$ cat config.mk
export PLATFORM = sky130hd
export DESIGN_NAME = syscall_unit
export DESIGN_NICKNAME = d
export VERILOG_FILES = /design/src/rtl/syscall_unit.sv
export SDC_FILE = /design/constraint.sdc
export NUM_CORES = 1
export LEC_CHECK = 0
export ABC_AREA = 1
export CORE_UTILIZATION = 32
export CTS_CLUSTER_SIZE = 30
export DETAILED_ROUTE_END_ITERATION = 10
export HOLD_SLACK_MARGIN = 0.08
export PLACE_DENSITY = 0.57
export SETUP_SLACK_MARGIN = 0.1
export SYNTH_ARGS = -nofsm -noshare
export SYNTH_HDL_FRONTEND = slang
export SYNTH_SLANG_ARGS = --single-unit
$ cat constraint.sdc
create_clock -name clk -period 2.6 [get_ports clk]
set_input_delay 0.39 -clock clk [delete_from_list [all_inputs] [get_ports clk]]
set_output_delay 0.39 -clock clk [all_outputs]
set_load 0.03 [all_outputs]
$ cat src/rtl/syscall_unit.sv
// syscall_unit: executes print-int, print-char and exit syscalls for the pipelined MIPS core,
// streaming ASCII bytes to the console port and stalling the front end until the service completes.
module syscall_unit #(
   parameter logic [31:0] CODE_PRINT_INT  = 32'd1,
   parameter logic [31:0] CODE_EXIT       = 32'd10,
   parameter logic [31:0] CODE_PRINT_CHAR = 32'd11
) (
   input  logic        clk,
   input  logic        rst_n,
   input  logic        syscall_valid,
   input  logic [31:0] v0,
   input  logic [31:0] a0,
   input  logic        out_ready,
   output logic        out_valid,
   output logic [7:0]  out_data,
   output logic        busy,
   output logic        halted
);
   typedef enum logic [2:0] {S_IDLE, S_SIGN, S_CONV, S_EMIT, S_DONE, S_HALT} state_t;

   state_t      r_state, w_state;
   logic [31:0] r_mag, w_mag, w_pow;
   logic [3:0]  r_p, w_p, r_digit, w_digit;
   logic        r_nz, w_nz, r_last, w_last, r_sign, w_sign;
   logic [7:0]  r_out, w_out;

   function automatic logic [31:0] f_pow(input logic [3:0] p);
      case (p)
         4'd9:    return 32'd1000000000;
         4'd8:    return 32'd100000000;
         4'd7:    return 32'd10000000;
         4'd6:    return 32'd1000000;
         4'd5:    return 32'd100000;
         4'd4:    return 32'd10000;
         4'd3:    return 32'd1000;
         4'd2:    return 32'd100;
         4'd1:    return 32'd10;
         default: return 32'd1;
      endcase
   endfunction

   assign w_pow = f_pow(r_p);

   always_comb begin
      w_state = r_state;
      w_mag   = r_mag;
      w_p     = r_p;
      w_digit = r_digit;
      w_nz    = r_nz;
      w_last  = r_last;
      w_sign  = r_sign;
      w_out   = r_out;
      case (r_state)
         S_IDLE: if (syscall_valid) begin
            w_p     = 4'd9;
            w_digit = 4'd0;
            w_nz    = 1'b0;
            w_last  = 1'b0;
            w_sign  = 1'b0;
            if (v0 == CODE_PRINT_CHAR) begin
               w_out   = a0[7:0];
               w_last  = 1'b1;
               w_state = S_EMIT;
            end else if (v0 == CODE_PRINT_INT) begin
               w_mag   = a0[31] ? ~a0 + 32'd1 : a0;
               w_state = a0[31] ? S_SIGN : S_CONV;
            end else begin
               w_state = (v0 == CODE_EXIT) ? S_HALT : S_DONE;
            end
         end
         S_SIGN: begin
            w_out   = 8'h2D;
            w_sign  = 1'b1;
            w_state = S_EMIT;
         end
         S_CONV: begin
            // Restoring division by 10^p: one subtract per cycle, digit counts the subtractions.
            if (r_mag >= w_pow) begin
               w_mag   = r_mag - w_pow;
               w_digit = r_digit + 4'd1;
            end else if (r_digit != 4'd0 || r_nz || r_p == 4'd0) begin
               w_out   = 8'h30 + {4'h0, r_digit};
               w_nz    = 1'b1;
               w_last  = (r_p == 4'd0);
               w_sign  = 1'b0;
               w_state = S_EMIT;
            end else begin
               w_p     = r_p - 4'd1;
               w_digit = 4'd0;
            end
         end
         S_EMIT: if (out_ready) begin
            if (r_last) begin
               w_state = S_DONE;
            end else if (r_sign) begin
               w_sign  = 1'b0;
               w_state = S_CONV;
            end else begin
               w_p     = r_p - 4'd1;
               w_digit = 4'd0;
               w_state = S_CONV;
            end
         end
         S_DONE:  w_state = S_IDLE;
         S_HALT:  w_state = S_HALT;
         default: w_state = S_IDLE;
      endcase
   end

   always_ff @(posedge clk or negedge rst_n) begin
      if (!rst_n) begin
         r_state <= S_IDLE;
         r_mag   <= '0;
         r_p     <= '0;
         r_digit <= '0;
         r_nz    <= 1'b0;
         r_last  <= 1'b0;
         r_sign  <= 1'b0;
         r_out   <= '0;
      end else begin
         r_state <= w_state;
         r_mag   <= w_mag;
         r_p     <= w_p;
         r_digit <= w_digit;
         r_nz    <= w_nz;
         r_last  <= w_last;
         r_sign  <= w_sign;
         r_out   <= w_out;
      end
   end

   // DONE drops busy for exactly one cycle so decode advances past the syscall once.
   assign busy      = (r_state == S_IDLE) ? syscall_valid : (r_state != S_DONE);
   assign halted    = (r_state == S_HALT);
   assign out_valid = (r_state == S_EMIT);
   assign out_data  = r_out;
endmodule

# After elaboration in Yosys (flattened, before gate mapping)
# Memory sizes are Yosys's and may differ from the RTL's.
# Cells that the tools add are included.
word_totals:
  reg_bits: 54
  mem_bits_ro: 480
  in_bits: 68
  elab_cells: 102
  mem_count: 1
memory_table:
  columns: ["name", "depth", "word_bits", "read_ports", "rd_clocked_by_memory_dff", "wr", "line", "text"]
  rows:
  - ["(name not given)", 16, 30, 1, 0, 0, "28", "case (p)"]
op_classes:
  n_addsub: 5
  order_cmp: 1
  n_eq_ne: 20
  muxes: 50
  n_bitwise: 1
  reduce_logical: 16
op_table:
  columns: ["cell", "n"]
  rows:
  - ["$mux 32", 5]
  - ["$eq 32x4->1 const B", 2]
  - ["$pmux 32 s2", 1]
  - ["$mux 4", 12]
  - ["$add 32x1->32 const B", 1]
  - ["$eq 32x1->1 const B", 1]
  - ["$ge 32x32->1", 1]
  - ["$mux 8", 4]
  - ["$not 32->32", 1]
  - ["$sub 32x32->32", 1]
  - ["$pmux 4 s3", 2]
  - ["$pmux 8 s3", 1]
  - ["$ne 2x2->1 const B", 11]
  - ["$mux 3", 7]
  - ["$pmux 3 s5", 1]
  - ["$mux 1", 13]
  - ["$reduce_and 6->1", 2]
  - ["$reduce_and 5->1", 2]
  - ["$reduce_and 4->1", 2]
  - ["$reduce_bool 4->1", 2]
  - ["$add 6x4->7 const A", 1]
  - ["$reduce_and 7->1", 1]
  - ["$eq 3x2->1 const B", 2]
  - ["$ne 3x3->1 const B", 2]
  - ["12 further kinds", 15]

# Longest topological paths before layout
# Gate-level depths: netlist of run 1.
logic_depth:
  ltp_word: 7
  depth_mapped: 23

# Least setup slack after synthesis of run 1
# OpenSTA, ideal clock, no wires.
synth_timing:
  path_type: "reg2reg"
  from: "register r_p[0]"
  to: "register r_mag[30]"
  setup_ns: 0.116
  arrival_ns: 2.715
  setup_slack_ns: -0.232
  stages_incl_launch_ff: 23
  n_path_buf: 1
  cell_sequence: "dfrtp_1 > inv_1 > ha_1 > inv_1 > nor3_1 > inv_1 > nand2_1 > inv_1 > ha_1 > nand2_1 > nor2_2 > inv_2 > nor2_2 > nand3_1 > nand3_1 > nand2_1 > nand2_1 > nand2_2 > nand2_4 > inv_2 > buf_6 > nand2_1 > nand2_1"
synth_between:
  elab_chain_len: 4
  elab_cells_between_ends: 7
synth_rtl:
  columns: ["item", "line", "text"]
  rows:
  - ["from (decl)", "23", "logic [3:0] r_p, w_p, r_digit, w_digit;"]
  - ["from (signal assigned)", "123", "r_p <= w_p;"]
  - ["$mem_v2 16x30 (*)", null, null]
  - ["$sub 32x32->32 / $ge 32x32->1 (equally long branches)", "79, 78", null]
  - ["$mux 32 / $ne 2x2->1 (equally long branches)", null, null]
  - ["$pmux 32 s2 / $reduce_and 5->1 (equally long branches)", null, null]
  - ["to (signal assigned)", "122", "r_mag <= w_mag;"]
  - ["to (decl)", "22", "logic [31:0] r_mag, w_mag, w_pow;"]
# Mark *: on every way between the ends. The rest lies on a longest branch, timed or not. The select of a mux whose other input is x is not followed.
# A chain may end at the register's enable or synchronous reset.

# Worst setup path in the final report of run 1
layout_timing:
  from: "register r_p[0]"
  to: "register r_mag[23]"
# The elaborated chain is that of the path after synthesis.

==> results of run 1 <==
power groups by stage:
stage,Clock [uW],Sequential [uW],Combinational [uW]
2_1_floorplan,0,1580,6490
3_3_place_gp,0,1600,11500
3_5_place_dp,0,1590,11500
4_1_cts,744,1590,12100
5_1_grt,784,1630,13700
6_report,731,1600,12300
cells in the final DEF, fill, tap and decap left out, types with 31 or more instances in the layout:
cell,n
sky130_fd_sc_hd__a21oi_1,41
sky130_fd_sc_hd__buf_4,146
sky130_fd_sc_hd__clkdlybuf4s50_1,76
sky130_fd_sc_hd__dfrtp_1,53
sky130_fd_sc_hd__ha_1,31
sky130_fd_sc_hd__inv_1,164
sky130_fd_sc_hd__nand2_1,443
sky130_fd_sc_hd__nand3_1,78
sky130_fd_sc_hd__nor2_1,124
sky130_fd_sc_hd__o21ai_0,37
layer usage:
layer / up-vias / GRT usage (%) / share of wire [%]
met2: 151 / 33.8 / 41
met4: 0 / 5.15 / 1.3
met1: 3302 / 33.1 / 53
met3: 19 / 1.95 / 4.7
met5: - / 0 / 0
li1: 4007 / - / -
state kept, by name, summed over array words and instances (netlist names):
| signal | cells |
|---|---|
| r_last | 1 |
| out_data | 8 |
| r_digit | 4 |
| r_sign | 1 |
| r_nz | 1 |
| r_mag | 32 |
| r_p | 4 |
| r_state | 3 |
worst paths after layout:
path,from,to,slack [ps],cells after the start
worst max-delay path,r_p[0],r_mag[23],-330,20
worst max register to register,r_p[0],r_mag[23],-330,20
min in group asynchronous,rst_n,r_mag[21],590,2
worst min-delay path,r_sign,r_sign,480,2
worst min register to register,r_sign,r_sign,480,2
max in group asynchronous,rst_n,r_mag[3],1440,3
cells by family after synthesis:
kind of cell / count (synthesis) / share of synthesized area, %
xor gates and xnor gates: 9 / 1.24
adders and majority gates: 40 / 8.00
and+or+nand+nor: 724 / 47.0
buffers and inverters: 201 / 12.5
DFF: 54 / 21.3
AOI/OAI and AO/OA: 116 / 9.99
worst register-to-register path: stages, from the launching register on:
cell,delay (ps)
sky130_fd_sc_hd__dfrtp_2,440
sky130_fd_sc_hd__buf_12,140
sky130_fd_sc_hd__ha_1,240
sky130_fd_sc_hd__buf_4,150
sky130_fd_sc_hd__inv_1,70
sky130_fd_sc_hd__nor2_2,50
sky130_fd_sc_hd__a21oi_1,140
sky130_fd_sc_hd__ha_1,280
sky130_fd_sc_hd__nand2_1,150
sky130_fd_sc_hd__inv_1,50
sky130_fd_sc_hd__a21oi_1,170
sky130_fd_sc_hd__nand2_2,90
sky130_fd_sc_hd__nand2_1,80
sky130_fd_sc_hd__nand3_1,80
sky130_fd_sc_hd__nand2_2,150
sky130_fd_sc_hd__nand2_4,70
sky130_fd_sc_hd__nand2_4,90
sky130_fd_sc_hd__nand2_4,80
sky130_fd_sc_hd__buf_12,170
sky130_fd_sc_hd__nand2_1,110
sky130_fd_sc_hd__nand2_1,50
cell type report:
cell class / instances / area (um2) / area share (%)
multi-input combinational: 889 / 4450 / 49.4
timing repair buffer: 233 / 2030 / 22.5
sequential: 54 / 1350 / 15.0
inverter: 181 / 689 / 7.65
tap: 265 / 332 / 3.68
clock buffer: 5 / 125 / 1.39
clock inverter: 3 / 28.8 / 0.320
repair_timing:
| item | in CTS | in global routing |
|---|---|---|
| endpoints found under the setup margin | 54 | 54 |
| gates resized for setup | 41 | 5 |
| endpoints found under the hold margin | 17 | 0 |
| buffers inserted | 9 | 0 |
| pin swaps | 8 | 0 |
| hold buffers | 1 | 0 |
| cloned | 0 | 0 |
metrics by stage:
step | setup slack (ps) | instances | setup TNS, ps
floorplan | -21.5 | 1144 | -557
global placement | -446 | 1612 | -22940
detailed placement | -458 | 1612 | -22990
CTS | -319 | 1630 | -15300
global route | -547 | 1630 | -26560
finish | -335 | 1630 | -16150
==> results.txt, run 1 <==
* Run status: complete, but fails checks
- Violations in the final reports: negative setup slack
- Slowest stage cell on the critical path: sky130_fd_sc_hd__dfrtp_2
* Total routed wirelength: 21300 um
- Crit-path cells: buf_12, ha_1, buf_4, inv_1, nor2_2, a21oi_1, ha_1, nand2_1, inv_1, a21oi_1, nand2_2, nand2_1, nand3_1, nand2_2, nand2_4, nand2_4, nand2_4, buf_12, nand2_1, nand2_1
- The layout has 2108 filler cells.
* Power per standard cell area: 1620 mW/mm2
* Post-route DRC violation count: 0
* Syn Area/Cell: 5.55 um2
- TritonCTS built the clock tree.
- Sequential cells were found to cover 21.3% of the synthesized design area.
- Share of final-layout standard cells stronger than drive strength 1: 17.5%
- Cts bufs inserted: 5
- The most numerous cell type found on the critical path is sky130_fd_sc_hd__nand2_1.
* HPWL after DPL: 17700 um
- Yosys printed 0 warnings.
- Total power draw: 14600 uW
- For the pin with the worst max-slew slack, the measured transition is 510 ps.
- Largest fanout on the critical path: 27
* Starting DRT DRC Count: 437
- Final std cell area, no fill: 0.00901 mm2
- Once placement finished, the instance area stood at 0.00862 mm2.
- The worst hold path belongs to the class register to register.
* Die X-Extent: 143 um
- Max Slew Vio Count: 0
- The repair_antennas step left the layout with diodes totalling 0.
- The synthesized design contains 54 register bits.
- The largest total area in the synthesized netlist belongs to sky130_fd_sc_hd__nand2_1.
- Area delta synth->final: 41.8%
- # setup viols final: 54
* Floorplan die area: 0.0204 mm2
* Combinational share of power: 84.0%
* Min Clock Period, post-route: 2930 ps
* Startpoint type of the worst setup path: register
- Async SR Flop Fraction: 100%
- Number of buffers on the longest clock path: 2
- After clock tree synthesis, the clock-pin slew on the worst setup and hold paths is 80 ps.
- Between clock sinks in the finished design, the worst skew comes to 8.40 ps.
- STA classifies the critical path endpoint as a register.
- Worst setup slack after layout: -335 ps
* Worst slew slack as a fraction of its limit: 66.0%
* Kind of cell adding the most delay to the critical path: simple AND/OR/NAND/NOR gates
* Number of I/O pins: 79
- The largest single stage delay on the critical path is 440 ps.
- Sorting the synthesized cells by how often they occur yields 460 x sky130_fd_sc_hd__nand2_1, 176 x sky130_fd_sc_hd__inv_1, 128 x sky130_fd_sc_hd__nor2_1.
- Sequential cells account for 10.9% of the total power.
- Most common cell in the synthesized netlist: sky130_fd_sc_hd__nand2_1
* Ratio of routed vias to standard cells: 4.59
- Buffering stage count on the worst path with inverters included: 5
- The hold violation count in the final report is 0.
- By startpoint and endpoint, the worst setup path is classified as register to register.
* Total via count after detailed routing: 7479
- In this run the power spent charging and discharging nets is 7490 uW.
* CP required: 2800 ps
- Count of maximum capacitance violations: 0
- Global-route wire length before repair: 35300 um
- Unrepaired setup endpoints after global routing: yes
- Of the total power, the share spent switching nets is 51.4%.
- The core region is 0.0195 mm2.
* Antenna-violating nets left: 0
- Flip-flop cell with the highest count after synthesis: sky130_fd_sc_hd__dfrtp_1
- Achievable clock frequency: 0.341 GHz
- Final-layout worst hold slack: 476 ps
* Utilization of the core after routing: 46.3%
- GPL Wtd Cong: 0.907
- VDD sags by at most 0.614 mV.
* Antenna violations before repair: 0
* Leak: 0.00491 uW
- Syn Std Cell Area: 0.00635 mm2
- Share of the synthesized area in the top cell type: 27.2%
- Dividing the detail-routed wire length by the instance count gives 13.1 um.
- Die height: 143 um
* Input/output buffers: 78
* Arr. time, crit path: 3140 ps
- Total congestion overflow: 0
* Sink Count: 54
- For this run, the total global-route usage over all layers was measured as 22.1%.
- After layout, the worst path uses 113% of the clock period.
* Initial cell density of the core: 32.6%
- The first detailed-routing pass took 5 iterations.
- Largest net degree at the start of global routing: 38
* FP Rows: 51
* EDFF count, synth: 0
- After technology mapping, the gate count stands at 1144.
* Clock root buffer master: sky130_fd_sc_hd__clkbuf_16
- Later-pin clock latency in the skew report: 310 ps
- The H-tree was split into 2 levels.
- The via count of the first global-routing pass came to 7138.
* Final net count: 1472
- Cell internal pwr: 7090 uW
* Post-Syn Nets: 1252
- The clock network accounts for 5.0% of the total power.
* Cell variety after synth: 43
* Top area cells in the synthesized netlist: sky130_fd_sc_hd__nand2_1 27%, sky130_fd_sc_hd__dfrtp_1 21%, sky130_fd_sc_hd__inv_1 10%
(Power assumes the default switching activity.)
==> run 2: changes to the inputs <==
--- a/config.mk
+++ b/config.mk
@@ -9,6 +9,7 @@
 export CORE_UTILIZATION = 32
 export CTS_CLUSTER_SIZE = 30
 export DETAILED_ROUTE_END_ITERATION = 10
+export GPL_ROUTABILITY_DRIVEN = 1
 export HOLD_SLACK_MARGIN = 0.08
 export PLACE_DENSITY = 0.57
 export SETUP_SLACK_MARGIN = 0.1
==> results of run 2 <==
The final DEF is identical to that of run 1; final timing and power are the same.
==> run 3: changes to the inputs <==
--- a/config.mk
+++ b/config.mk
@@ -9,9 +9,10 @@
 export CORE_UTILIZATION = 32
 export CTS_CLUSTER_SIZE = 30
 export DETAILED_ROUTE_END_ITERATION = 10
+export DONT_BUFFER_PORTS = 1
 export GPL_ROUTABILITY_DRIVEN = 1
 export HOLD_SLACK_MARGIN = 0.08
-export PLACE_DENSITY = 0.57
+export PLACE_DENSITY = 0.51
 export SETUP_SLACK_MARGIN = 0.1
 export SYNTH_ARGS = -nofsm -noshare
 export SYNTH_HDL_FRONTEND = slang
==> constraint.sdc (replaced) <==
create_clock -name clk -period 2.6 [get_ports clk]
set_input_delay 0.65 -clock clk [delete_from_list [all_inputs] [get_ports clk]]
set_output_delay 0.65 -clock clk [all_outputs]
set_load 0.03 [all_outputs]
==> results.txt, run 3 (synthesis results as in run 1) <==
* Level count of the clock H-tree: 2
- Total congestion overflow: 0
- Max FFs per register: 32
- After the first detailed-routing iteration, the DRC count stood at 353.
- Vias in the first global route: 6829
* Floorplan die area: 0.0204 mm2
* Largest fanout on the critical path: 17
* Path type of the worst setup path: register to register
- Total routed wirelength: 22800 um
- Startpoint type of the worst setup path: register
- Total count of hold-check failures in the final report: 0
* Total via count after detailed routing: 7311
* Die X-Extent: 143 um
- Worst setup slack after layout: -335 ps
- The first global-routing pass estimated 35000 um of wire.
- WL/cell: 14.6 um
- Sink Count: 54
* # setup viols final: 54
- From bottom edge to top edge, the die measures 143 um.
* Placed cell count: 1524
- The checks that failed: negative setup slack.
- Area delta synth->final: 35.1%
- The floorplan has 51 rows.
* Overall Global Routing Usage: 22.4%
- Arr. time, crit path: 3150 ps
* Worst setup EP type: register
- The library cell used most frequently in the layout, excluding fill and tap cells, is sky130_fd_sc_hd__nand2_1.
- After detailed routing, the number of remaining DRC violations is 0.
- Based on the critical path, the design can be clocked at up to 0.341 GHz.
* Min Clock Period, post-route: 2930 ps
- Non-filler cells in the finished layout: 1560
- Buffers inserted during clock tree synthesis total 5.
- Max-cap violations in this run came to 0.
* Clock root buffer master: sky130_fd_sc_hd__clkbuf_16
- Entering global routing, the biggest net connects 55 pins.
- Pin slew with the least headroom to its limit: 560 ps
* HPWL after DPL: 17300 um
- Of the available clock period, the critical path in the final layout requires 113%.
- Antenna-violating nets left: 0
- Worst Skew: 7.86 ps
- Placeable Area: 0.0195 mm2
- Ratio of routed vias to standard cells: 4.69
- Port buffering added 0 buffers.
- Final std cell area, no fill: 0.00858 mm2
- Pin placement for this block handled 79 I/O pins.
- GPL Wtd Cong: 0.890
- Once placement finished, the instance area stood at 0.00776 mm2.
- Measured against its own limit, the worst slew margin works out to 62.5%.
- The top cell types in the final layout, fill and taps aside, are 435 x sky130_fd_sc_hd__nand2_1, 160 x sky130_fd_sc_hd__inv_1, 149 x sky130_fd_sc_hd__buf_4.
- Number of iterations in the first detailed-routing pass: 5
- The max-slew violation total from the final report is 0.
- The path class of the tightest hold or removal check is input pin to asynchronous set/reset pin.
* Later-pin clock latency in the skew report: 320 ps
* Antenna violations before repair: 0
- Initial cell density of the core: 32.6%
- In this run the register-to-register setup slack is -330 ps.
- The longest clock path from root to sink contains 2 buffers.
- Final net count: 1402
- Clock tree from TritonCTS: done
* Top reg by flops: r_mag
- The run finished, with violations left.
* Register clock-pin slew on the reported worst setup and hold paths: 80 ps
* Unrepaired setup endpoints after global routing: yes
* CP required: 2810 ps
- Antenna diode count: 0
* Share of final-layout standard cells stronger than drive strength 1: 21.8%
run 3: changes by cell type in the layout (fill, tap and decap cells not counted), sizes merged:
cell,before,now
clkbuf,5,10
buf,156,158
inv,182,181
dlygate4sd3,1,0
clkdlybuf4s50,76,0
clkinv,2,3
run 3: final timing paths:
kind	from	end	cells after the start
min reg2reg	r_sign	r_sign	2
max reg2reg	r_p[1]	r_mag[24]	19
min	rst_n	r_p[3]	1
max in group asynchronous	rst_n	r_state[0]	1
max	r_p[1]	r_mag[24]	19
min in group clk	r_sign	r_sign	2
run 3: what timing repair did:
| item | 4_1_cts | 5_1_grt |
|---|---|---|
| resized for setup | 34 | 60 |
| hold buffers | 1 | 0 |
| endpoints found under the hold margin | 54 | 0 |
| cloned | 0 | 5 |
| endpoints found under the setup margin | 55 | 55 |
| pin swaps | 7 | 12 |
| buffers inserted | 10 | 12 |
run 3: layout make-up:
| type | instances | area [um2] |
|---|---|---|
| multi-input cells | 889 | 4630 |
| clock buffers | 5 | 125 |
| well taps | 265 | 332 |
| repair buffers | 163 | 1410 |
| fillers | 2086 | 10900 |
| inverters | 181 | 704 |
| clock inverters | 3 | 28.8 |
| flip-flops and latches | 54 | 1360 |
run 3: per-layer routing:
metal  GRT usage [%]  vias up  wire length, um
met5               0        -                0
met4            4.87        0              301
met3            3.09       20             1180
met2            34.2      164             9790
met1            33.0     3262            11500
li1                -     3865                -
run 3: critical path: stages (launching register included):
cell and delay (ps):
sky130_fd_sc_hd__dfrtp_1 420, sky130_fd_sc_hd__inv_2 130, sky130_fd_sc_hd__ha_4 160, sky130_fd_sc_hd__inv_4 40, sky130_fd_sc_hd__nor3_4 210, sky130_fd_sc_hd__nor2_1 130
sky130_fd_sc_hd__ha_1 320, sky130_fd_sc_hd__nand2_1 70, sky130_fd_sc_hd__nand2_1 90, sky130_fd_sc_hd__nand2_2 70, sky130_fd_sc_hd__nand2_2 60, sky130_fd_sc_hd__a21oi_2 160
sky130_fd_sc_hd__nor2_1 70, sky130_fd_sc_hd__nor2_2 210, sky130_fd_sc_hd__nand2_4 100, sky130_fd_sc_hd__nand2_4 100, sky130_fd_sc_hd__nand2_8 110, sky130_fd_sc_hd__clkbuf_16 210
sky130_fd_sc_hd__nand2_1 90, sky130_fd_sc_hd__nand2_1 50
run 3: per-stage QoR:
step / TNS, ps / util, % / hold slack [ps] / worst slack (ps)
3_3_place_gp: -19560 / 39.9 / 355 / -419
4_1_cts: -11700 / 41.8 / 203 / -247
6_report: -14510 / 44.1 / 194 / -335
2_1_floorplan: -557 / - / 354 / -21.5
5_1_grt: -23820 / 44.1 / 215 / -490
3_5_place_dp: -20430 / 39.9 / 356 / -438
Power of run 3 is left out: the tool's default activity adds up to more than one toggle a clock period on the data nets, which glitch-free logic cannot reach.
